--- config.mk ---
export PLATFORM = sky130hd
export DESIGN_NAME = imem_window
export DESIGN_NICKNAME = d
export VERILOG_FILES = /design/src/rtl/imem_pkg.sv /design/src/rtl/imem_wbuf.sv /design/src/rtl/imem_window.sv
export SDC_FILE = /design/constraint.sdc
export NUM_CORES = 1
export LEC_CHECK = 0
export CAP_MARGIN = 10
export CORE_ASPECT_RATIO = 1.5
export CORE_MARGIN = 1
export CORE_UTILIZATION = 45
export DETAILED_ROUTE_END_ITERATION = 10
export DONT_BUFFER_PORTS = 1
export GPL_ROUTABILITY_DRIVEN = 0
export PLACE_DENSITY = 0.6
export SETUP_SLACK_MARGIN = 0.5
export SKIP_LAST_GASP = 1
export SYNTH_ARGS = -nofsm -noshare
export SYNTH_HDL_FRONTEND = slang
export SYNTH_SLANG_ARGS = --single-unit
export TNS_END_PERCENT = 1
--- constraint.sdc ---
create_clock -name i_clk -period 5.3 [get_ports i_clk]
set_input_delay 1.06 -clock i_clk [delete_from_list [all_inputs] [get_ports i_clk]]
set_output_delay 1.06 -clock i_clk [all_outputs]
set_load 0.01 [all_outputs]
--- src/rtl/imem_pkg.sv ---
// Shared types and helpers for the instruction-memory window responder.
// Holds the word width, FSM state encoding and the window-extract function.
package imem_pkg;

    localparam int unsigned IMEM_WORD_W = 64;

    typedef enum logic [1:0] {
        StIdle,
        StReq,
        StWait,
        StResp
    } imem_state_e;

    // Pick the 64-bit window starting at halfword 'off' of the {word[w], word[w1]} pair.
    function automatic logic [IMEM_WORD_W-1:0] window_extract(
        input logic [2*IMEM_WORD_W-1:0] pair,
        input logic [1:0]               off
    );
        logic [IMEM_WORD_W-1:0] win;
        case (off)
            2'd0:    win = pair[127:64];
            2'd1:    win = pair[111:48];
            2'd2:    win = pair[95:32];
            default: win = pair[79:16];
        endcase
        return win;
    endfunction

endpackage

--- src/rtl/imem_wbuf.sv ---
// Two-slot word buffer, direct-mapped on the word-index LSB.
// Looks up w and w1 in parallel; one write port and a bulk clear of the valid bits.
module imem_wbuf
    import imem_pkg::*;
#(
    parameter int unsigned ADDR_W = 12
) (
    input  logic                   i_clk,
    input  logic                   i_rst_n,
    input  logic                   i_clr,
    input  logic                   i_we,
    input  logic [ADDR_W-1:0]      i_waddr,
    input  logic [IMEM_WORD_W-1:0] i_wdata,
    input  logic [ADDR_W-1:0]      i_w,
    input  logic [ADDR_W-1:0]      i_w1,
    output logic                   o_hit_w,
    output logic                   o_hit_w1,
    output logic [IMEM_WORD_W-1:0] o_data_w,
    output logic [IMEM_WORD_W-1:0] o_data_w1
);

    logic [1:0]             r_vld;
    logic [ADDR_W-1:0]      r_tag  [2];
    logic [IMEM_WORD_W-1:0] r_data [2];

    // Clear wins over a same-cycle write so an invalidate is never lost.
    always_ff @(posedge i_clk) begin
        if (!i_rst_n) begin
            r_vld <= '0;
        end else begin
            if (i_we) begin
                r_vld[i_waddr[0]] <= 1'b1;
            end
            if (i_clr) begin
                r_vld <= '0;
            end
        end
    end

    always_ff @(posedge i_clk) begin
        if (i_we) begin
            r_tag[i_waddr[0]]  <= i_waddr;
            r_data[i_waddr[0]] <= i_wdata;
        end
    end

    always_comb begin
        o_hit_w   = r_vld[i_w[0]] && (r_tag[i_w[0]] == i_w);
        o_hit_w1  = r_vld[i_w1[0]] && (r_tag[i_w1[0]] == i_w1);
        o_data_w  = r_data[i_w[0]];
        o_data_w1 = r_data[i_w1[0]];
    end

endmodule

--- src/rtl/imem_window.sv ---
// Instruction-memory responder: returns a 64-bit window at any halfword address,
// served from a 2-word buffer and filled from a 1-cycle-latency SRAM on a miss.
module imem_window
    import imem_pkg::*;
#(
    parameter int unsigned ADDR_W = 12
) (
    input  logic                   i_clk,
    input  logic                   i_rst_n,
    input  logic [63:0]            i_imem_addr,
    input  logic                   i_imem_addr_valid,
    output logic [IMEM_WORD_W-1:0] o_imem_data,
    output logic                   o_imem_data_valid,
    input  logic                   i_inval,
    output logic                   o_sram_en,
    output logic [ADDR_W-1:0]      o_sram_addr,
    input  logic [IMEM_WORD_W-1:0] i_sram_rdata
);

    imem_state_e            r_state, w_state_d;
    logic [ADDR_W-1:0]      r_w, r_w1, r_sram_addr;
    logic [1:0]             r_off;
    logic                   r_pend_inval, w_pend_inval_d;
    logic [IMEM_WORD_W-1:0] r_data;
    logic                   r_data_valid;

    logic [ADDR_W-1:0]      w_in_w, w_in_w1, w_lk_w, w_lk_w1, w_req_addr;
    logic [1:0]             w_in_off, w_lk_off;
    logic                   w_hit_w, w_hit_w1, w_all_hit;
    logic [IMEM_WORD_W-1:0] w_data_w, w_data_w1, w_window;
    logic                   w_clr, w_we, w_load, w_latch;
    logic                   w_unused_addr;

    assign w_in_w        = i_imem_addr[ADDR_W+2:3];
    assign w_in_w1       = w_in_w + ADDR_W'(1);
    assign w_in_off      = i_imem_addr[2:1];
    assign w_unused_addr = ^{i_imem_addr[63:ADDR_W+3], i_imem_addr[0]};

    // In IDLE the lookup follows the live request; otherwise the latched one.
    assign w_lk_w   = (r_state == StIdle) ? w_in_w   : r_w;
    assign w_lk_w1  = (r_state == StIdle) ? w_in_w1  : r_w1;
    assign w_lk_off = (r_state == StIdle) ? w_in_off : r_off;

    imem_wbuf #(
        .ADDR_W (ADDR_W)
    ) u_wbuf (
        .i_clk     (i_clk),
        .i_rst_n   (i_rst_n),
        .i_clr     (w_clr),
        .i_we      (w_we),
        .i_waddr   (r_sram_addr),
        .i_wdata   (i_sram_rdata),
        .i_w       (w_lk_w),
        .i_w1      (w_lk_w1),
        .o_hit_w   (w_hit_w),
        .o_hit_w1  (w_hit_w1),
        .o_data_w  (w_data_w),
        .o_data_w1 (w_data_w1)
    );

    assign w_all_hit  = w_hit_w && (w_hit_w1 || (w_lk_off == 2'd0));
    assign w_window   = window_extract({w_data_w, w_data_w1}, w_lk_off);
    assign w_req_addr = w_hit_w ? r_w1 : r_w;

    assign o_sram_en         = (r_state == StReq);
    assign o_sram_addr       = (r_state == StReq) ? w_req_addr : r_sram_addr;
    assign o_imem_data       = r_data;
    assign o_imem_data_valid = r_data_valid;

    always_comb begin
        w_state_d      = r_state;
        w_pend_inval_d = r_pend_inval;
        w_clr          = 1'b0;
        w_we           = 1'b0;
        w_load         = 1'b0;
        w_latch        = 1'b0;
        case (r_state)
            StIdle: begin
                w_clr          = i_inval;
                w_pend_inval_d = 1'b0;
                if (i_imem_addr_valid) begin
                    w_latch = 1'b1;
                    if (w_all_hit && !i_inval) begin
                        w_load = 1'b1;
                    end else begin
                        w_state_d = StReq;
                    end
                end
            end
            StReq: begin
                w_pend_inval_d = r_pend_inval | i_inval;
                w_state_d      = StWait;
            end
            StWait: begin
                w_we           = 1'b1;
                w_pend_inval_d = r_pend_inval | i_inval;
                // Slots differ for w and w1, so this write cannot change the w1 hit.
                if ((r_sram_addr == r_w) && (r_off != 2'd0) && !w_hit_w1) begin
                    w_state_d = StReq;
                end else begin
                    w_state_d = StResp;
                end
            end
            StResp: begin
                w_load         = 1'b1;
                w_clr          = r_pend_inval | i_inval;
                w_pend_inval_d = 1'b0;
                w_state_d      = StIdle;
            end
            default: begin
                w_state_d = StIdle;
            end
        endcase
    end

    always_ff @(posedge i_clk) begin
        if (!i_rst_n) begin
            r_state      <= StIdle;
            r_pend_inval <= 1'b0;
            r_sram_addr  <= '0;
            r_data       <= '0;
            r_data_valid <= 1'b0;
            r_w          <= '0;
            r_w1         <= '0;
            r_off        <= '0;
        end else begin
            r_state      <= w_state_d;
            r_pend_inval <= w_pend_inval_d;
            r_data_valid <= w_load;
            if (w_load) begin
                r_data <= w_window;
            end
            if (r_state == StReq) begin
                r_sram_addr <= w_req_addr;
            end
            if (w_latch) begin
                r_w   <= w_in_w;
                r_w1  <= w_in_w1;
                r_off <= w_in_off;
            end
        end
    end

endmodule

==> flow_metrics.env, run 1 <==
export IMPL_min_to="r_w1[1]"
export IMPL_synth_top_cell_by_area="sky130_fd_sc_hd__edfxtp_1"
export IMPL_clock_insertion_delay_worst_skew_ns=0.55
export IMPL_grt_use_total_pct=24.5
export IMPL_fp_dieArea_mm2=0.0283
export IMPL_syn_mean_instance_area_um2=9.91
export IMPL_max_freq_mhz=220
export IMPL_maxSlewHeadroom_pct=16.1
export IMPL_yosys_register_bits=260
export IMPL_timing_rr_start="r_state[0]"
export IMPL_firstDrtPassIters=5
export IMPL_area_growth_syn_to_layout_pct=9.96
export IMPL_arrival_ns=3.49
export IMPL_crit_fanout=44
export IMPL_combPwrFrac_pct=29.4
export IMPL_hold_buffers=0
export IMPL_cts_root_buffer_cell="sky130_fd_sc_hd__clkbuf_16"
export IMPL_drt_iter0_markers=566
export IMPL_synth_yosys_seq_area_share_pct=54.0
export IMPL_grt_antenna_before_repair=0
export IMPL_max_cap_violations=0
export IMPL_critical_path_startpoint_type="flip-flop"
export IMPL_leakagePower_uw=0.00467
export IMPL_timing_reg2reg_worst_path_depth=13
export IMPL_period_minus_slack_ns=4.55
export IMPL_yosys_warnings=0
export IMPL_num_nets_final=1353
export IMPL_cp_end_kind="output port"
export IMPL_postSynthNetCount=1393
export IMPL_cellInternalPower_uw=4020
export IMPL_area_fraction_of_the_dominant_cell_type_after_synthesis_pct=36.7
export IMPL_rsz0062_at_grt="yes"
export IMPL_maximum_number_of_pins_on_one_net_before_global_route_repair=74
export IMPL_chipWidth_um=138
export IMPL_die_height_um=206
export IMPL_number_of_global_route_vias_before_repair=8752
export IMPL_finalHoldViolCount=0
export IMPL_totalWireLength_mm=34.9
export IMPL_share_of_layout_cells_above_drive_strength_1_pct=7.77
export IMPL_numPortBuffers=0
export IMPL_timing_reg2reg_setup_slack_ns=1.33
export IMPL_wire_per_inst_um=22.1
export IMPL_synth_enable_flop_cells=152
export IMPL_timing_final_crit_share_pct=85.9
export IMPL_crit_type="reg -> out"
export IMPL_synth_unique_cells=44
export IMPL_ir_drop_worst_case_vdd_v=0.000340
export IMPL_cts_sink_count=260
export IMPL_synthesis_instances=1256
export IMPL_status="finished clean"
export IMPL_final_core_util_pct=50.3
export IMPL_seqPwrFrac_pct=40.0
export IMPL_worst_setup_hold_path_clk_slew_ns=0.06
export IMPL_min_path_cells=2
export IMPL_worst_slew_pin_transition_ns=1.26
export IMPL_ys_dominant_reg_cell="sky130_fd_sc_hd__edfxtp_1"
export IMPL_r2r_end="o_imem_data[17]"
export IMPL_clock_tree_buffer_depth=3
export IMPL_ioPinCount=210
export IMPL_rows=74
export IMPL_yosys_top_cells_area="sky130_fd_sc_hd__edfxtp_1 37%, sky130_fd_sc_hd__dfxtp_1 17%, sky130_fd_sc_hd__nand2_1 7.4%, sky130_fd_sc_hd__a211oi_1 6.8%, sky130_fd_sc_hd__mux2i_1 5.1%"
export IMPL_finalSetupViolations=0
export IMPL_clock_tree_from_tritoncts="yes"
export IMPL_final_setup_skew_ns=0.0187
export IMPL_fillers=2472
export IMPL_total_count_of_max_transition_violations_in_the_final_report=0
export IMPL_power_share_switching_pct=34.4
export IMPL_cts_buffers=27
export IMPL_detail_route_drc_violations=0
export IMPL_htree_levels=1
export IMPL_initial_core_util_pct=45.7
export IMPL_globalRouteOverflowTotal=0
export IMPL_power_switching_uw=2110
export IMPL_fin_tns_setup_ns=0
export IMPL_core_area_mm2=0.0272
export IMPL_hp_class="reg -> reg"
export IMPL_cp_data_required_time_ns=4.24
export IMPL_grt_pass1_wl_mm=51.2
export IMPL_cellPowerDensity_mw_per_mm2=447
export IMPL_synth_commonest_cells="245 x sky130_fd_sc_hd__nand2_1, 152 x sky130_fd_sc_hd__edfxtp_1, 130 x sky130_fd_sc_hd__nor2_1"
export IMPL_ant_nets=0
export IMPL_synth_most_common_cell="sky130_fd_sc_hd__nand2_1"
export IMPL_place_detailed_hpwl_mm=24.3
export IMPL_antennaDiodeCount=0
export IMPL_netlist_area_mm2=0.0124
export IMPL_synth_async_reset_ratio_pct=0
export IMPL_clkPwrFrac_pct=30.5
export IMPL_vias=9240
export IMPL_vias_per_cell=5.86
export IMPL_holdCritStartpoint="r_w1[1]"
==> cell usage in the layout, fill, tap and decap left out, drive strengths merged, types with 6 or more instances in the layout <==
cell type	count
nand2	245
edfxtp	152
nor2	130
a211oi	112
dfxtp	108
a21oi	68
mux2i	64
a31oi	49
a311oi	44
and2	37
clkbuf	36
nor2b	32
buf	30
xnor2	28
o21ai	11
xor2	10
clkinv	10
nand3	9
nand4	6
==> logic make-up (layout without fill, tap and decap cells) <==
kind of cell    count (synthesis)  count (layout)  synth area share [%]
xor+xnor                       38              38                  2.67
fa+ha+maj                       5               5                 0.503
mux                            70              70                  6.06
compound gates                301             301                  16.7
simple gates                  478             478                  16.4
flops                         260             260                  54.0
buf+inv                       104              84                  3.58
==> metal layers <==
metal	routed length, um	global-route usage [%]	vias up
met5	0	0	-
met1	12500	25.6	4405
met4	1540	11.6	0
met3	2850	7.14	70
li1	-	-	4518
met2	18000	44.3	247
==> power by group through the flow <==
stage	clock network (uW)	registers [uW]	logic, uW
6_report	1870	2450	1800
4_1_cts	1900	2450	1780
5_1_grt	1980	2470	1980
3_5_place_dp	0	2490	1770
3_3_place_gp	0	2490	1760
2_1_floorplan	0	2450	1290
==> state kept, by name, summed over array words and instances (netlist names) <==
name,count
r_sram_addr,12
o_imem_data_valid,1
r_w1,12
r_state,2
u_wbuf.r_tag,24
r_w,12
o_imem_data,64
r_pend_inval,1
u_wbuf.r_vld,2
u_wbuf.r_data,128
r_off,2
==> final cells by class <==
type | instances | area (um^2) | area share (%)
repair buffers | 30 | 288 | 2.10
multi-input cells | 892 | 5360 | 39.1
flip-flops and latches | 260 | 6730 | 49.1
well taps | 342 | 428 | 3.13
inverters | 5 | 18.8 | 0.137
clock inverters | 13 | 110 | 0.804
clock buffers | 36 | 761 | 5.56
==> worst max-delay path, cell delays in order (launching register included) <==
cell and delay [ns]:
sky130_fd_sc_hd__dfxtp_1 0.34, sky130_fd_sc_hd__inv_1 0.11, sky130_fd_sc_hd__ha_2 0.25, sky130_fd_sc_hd__buf_12 0.28
sky130_fd_sc_hd__mux2i_1 0.35, sky130_fd_sc_hd__xnor2_1 0.11, sky130_fd_sc_hd__a2111oi_0 0.34, sky130_fd_sc_hd__o2111ai_1 0.19
sky130_fd_sc_hd__nor3_2 0.27, sky130_fd_sc_hd__buf_4 0.28, sky130_fd_sc_hd__mux2i_1 0.10, sky130_fd_sc_hd__a21oi_1 0.31
==> stage by stage <==
step	cell area, um^2	total power, uW	cells	setup slack [ns]	hold WS, ns
floorplan	12400	3750	1256	0.624	0.448
global placement	12700	4240	1524	0.883	0.467
detailed placement	12700	4260	1524	0.868	0.471
CTS	13600	6130	1573	0.518	0.485
global route	13700	6420	1578	0.434	0.498
finish	13700	6130	1578	0.745	0.484
==> worst max-delay path by stage <==
stage	start	to	slack [ns]	depth (start not counted)
finish	r_state[0]	o_sram_addr[8]	0.75	11
global route	r_state[1]	o_sram_addr[8]	0.43	11
CTS	r_state[1]	o_sram_addr[7]	0.52	11
detailed placement	i_imem_addr[3]	o_sram_addr[7]	0.87	8
global placement	i_imem_addr[3]	o_sram_addr[7]	0.88	8
floorplan	r_state[0]	u_wbuf.r_vld[0]	0.62	4
==> timing repair <==
action / 4_1_cts / 5_1_grt
buffers inserted: 0 / 5
setup endpoints to repair: 9 / 12
gates resized for setup: 1 / 8
Power figures use the tool's default switching activity.
==> run 2: changes to the inputs <==
==> constraint.sdc (replaced) <==
create_clock -name i_clk -period 5.3 [get_ports i_clk]
set_input_delay 0.795 -clock i_clk [delete_from_list [all_inputs] [get_ports i_clk]]
set_output_delay 0.795 -clock i_clk [all_outputs]
set_load 0.01 [all_outputs]
==> flow_metrics.env, run 2 (synthesized netlist as in run 1, its figures left out) <==
export IMPL_status="finished clean"
export IMPL_core_area_mm2=0.0272
export IMPL_layout_common_cells="245 x sky130_fd_sc_hd__nand2_1, 152 x sky130_fd_sc_hd__edfxtp_1, 130 x sky130_fd_sc_hd__nor2_1"
export IMPL_worst_slew_pin_transition_ns=1.16
export IMPL_cts_buffers=27
export IMPL_registers_top_by_ff_count="u_wbuf.r_data"
export IMPL_crit_fanout=29
export IMPL_place_detailed_hpwl_mm=23.7
export IMPL_clkPwrFrac_pct=30.5
export IMPL_grt_use_total_pct=24.0
export IMPL_number_of_global_route_vias_before_repair=8587
export IMPL_cellPowerDensity_mw_per_mm2=447
export IMPL_clock_tree_buffer_depth=3
export IMPL_wire_per_inst_um=21.9
export IMPL_cts_sink_count=260
export IMPL_vias=9245
export IMPL_cp_end_kind="output port"
export IMPL_final_instance_count_excl_fill=1573
export IMPL_initial_core_util_pct=45.7
export IMPL_ioPinCount=210
export IMPL_timing_reg2reg_setup_slack_ns=1.04
export IMPL_timing_final_crit_share_pct=84.2
export IMPL_die_height_um=206
export IMPL_drt_iter0_markers=526
export IMPL_place_detailed_instances=1519
export IMPL_hold_worst_slack_ns=0.341
export IMPL_max_freq_mhz=224
export IMPL_final_setup_skew_ns=0.0193
export IMPL_htree_levels=1
export IMPL_chipWidth_um=138
export IMPL_cp_data_required_time_ns=4.51
export IMPL_combPwrFrac_pct=29.3
export IMPL_leakagePower_uw=0.00464
export IMPL_rsz0062_at_grt="no"
export IMPL_max_cap_violations=0
export IMPL_ant_nets=0
export IMPL_globalRouteOverflowTotal=0
export IMPL_hold_buffers=0
export IMPL_fillers=2536
export IMPL_vias_per_cell=5.88
export IMPL_seqPwrFrac_pct=40.2
export IMPL_antennaDiodeCount=0
export IMPL_clock_tree_from_tritoncts="yes"
export IMPL_num_nets_final=1347
export IMPL_power_switching_uw=2110
export IMPL_commonest_non_fill_non_tap_cell_in_the_layout="sky130_fd_sc_hd__nand2_1"
export IMPL_finalHoldViolCount=0
export IMPL_hp_class="in -> reg"
export IMPL_period_minus_slack_ns=4.46
export IMPL_grt_antenna_before_repair=0
export IMPL_share_of_layout_cells_above_drive_strength_1_pct=7.07
export IMPL_power_share_switching_pct=34.6
export IMPL_cts_root_buffer_cell="sky130_fd_sc_hd__clkbuf_16"
export IMPL_crit_type="reg -> out"
export IMPL_totalWireLength_mm=34.5
export IMPL_finalSetupViolations=0
export IMPL_maxSlewHeadroom_pct=22.9
export IMPL_largest_reg_flops=128
export IMPL_arrival_ns=3.67
export IMPL_worst_setup_hold_path_clk_slew_ns=0.06
export IMPL_fp_dieArea_mm2=0.0283
export IMPL_area_growth_syn_to_layout_pct=9.36
export IMPL_grt_pass1_wl_mm=50.4
export IMPL_critical_path_startpoint_type="flip-flop"
export IMPL_maximum_number_of_pins_on_one_net_before_global_route_repair=100
export IMPL_ir_drop_worst_case_vdd_v=0.000321
export IMPL_cellInternalPower_uw=3980
export IMPL_rows=74
export IMPL_total_count_of_max_transition_violations_in_the_final_report=0
export IMPL_firstDrtPassIters=5
export IMPL_numPortBuffers=0
export IMPL_detail_route_drc_violations=0
export IMPL_clock_insertion_delay_worst_skew_ns=0.55
export IMPL_fin_tns_setup_ns=0
==> run 2: cell types whose count changed in the layout (fill, tap and decap cells not counted), moves of 2 or more <==
cell                       previous run  this run
sky130_fd_sc_hd__clkbuf_1             5         7
sky130_fd_sc_hd__a21oi_1             63        68
sky130_fd_sc_hd__clkinv_1             4         1
sky130_fd_sc_hd__buf_4               25        20
sky130_fd_sc_hd__buf_12               5         3
sky130_fd_sc_hd__a21oi_2              5         0
==> run 2: metal layers <==
metal / track usage [%] / vias to the layer above / wire length, um
met3: 6.63 / 77 / 2650
li1: - / 4492 / -
met5: 0 / - / 0
met4: 10.9 / 0 / 1520
met1: 25.3 / 4413 / 12400
met2: 43.5 / 263 / 17900
==> run 2: layout make-up <==
class / count / area (um^2) / share of cell area [%]
clock buffer: 39 / 782 / 5.74
tap: 342 / 428 / 3.14
inverter: 5 / 18.8 / 0.138
sequential: 260 / 6730 / 49.4
timing repair buffer: 24 / 221 / 1.63
multi-input combinational: 892 / 5350 / 39.3
clock inverter: 11 / 88.8 / 0.653
==> run 2: worst max-delay path, stage by stage, from the launching register on <==
cell                        delay, ns
sky130_fd_sc_hd__dfxtp_1         0.34
sky130_fd_sc_hd__inv_1           0.14
sky130_fd_sc_hd__ha_4            0.38
sky130_fd_sc_hd__buf_6           0.32
sky130_fd_sc_hd__mux2i_1         0.34
sky130_fd_sc_hd__xnor2_1         0.12
sky130_fd_sc_hd__a2111oi_0       0.35
sky130_fd_sc_hd__o2111ai_1       0.20
sky130_fd_sc_hd__nor3_2          0.25
sky130_fd_sc_hd__buf_4           0.25
sky130_fd_sc_hd__mux2i_1         0.10
sky130_fd_sc_hd__a21oi_1         0.33
==> run 2: power groups by stage <==
stage / Sequential (uW) / Combinational [uW] / Clock [uW]
finish: 2450 / 1780 / 1860
global route: 2460 / 1950 / 1960
CTS: 2450 / 1790 / 1900
detailed placement: 2490 / 1760 / 0
global placement: 2490 / 1750 / 0
floorplan: 2450 / 1290 / 0
==> run 2: worst paths after layout <==
path | to | cells past startpoint | from
worst max-delay path | o_sram_addr[8] | 11 | r_state[0]
worst min register to register | r_w1[1] | 2 | r_w1[1]
worst max register to register | o_imem_data[42] | 13 | r_state[0]
worst min-delay path | u_wbuf.r_data[1][34] | 0 | i_sram_rdata[34]
==> run 2: through the flow <==
| step | power [uW] | setup slack [ns] | utilization [%] | instance area, um^2 |
|---|---|---|---|---|
| after CTS | 6140 | 0.641 | 50.0 | 13600 |
| final | 6090 | 0.835 | 50.0 | 13600 |
| after global routing | 6380 | 0.516 | 50.0 | 13600 |
| after detailed placement | 4250 | 0.676 | 46.6 | 12700 |
| after global placement | 4230 | 0.794 | 46.6 | 12700 |
| after floorplan | 3750 | 0.624 | - | 12400 |
==> run 2: timing repair <==
action | in CTS | in global routing
gates resized for setup | 1 | 1
endpoints found under the setup margin | 12 | 11
setup buffers | 4 | 0
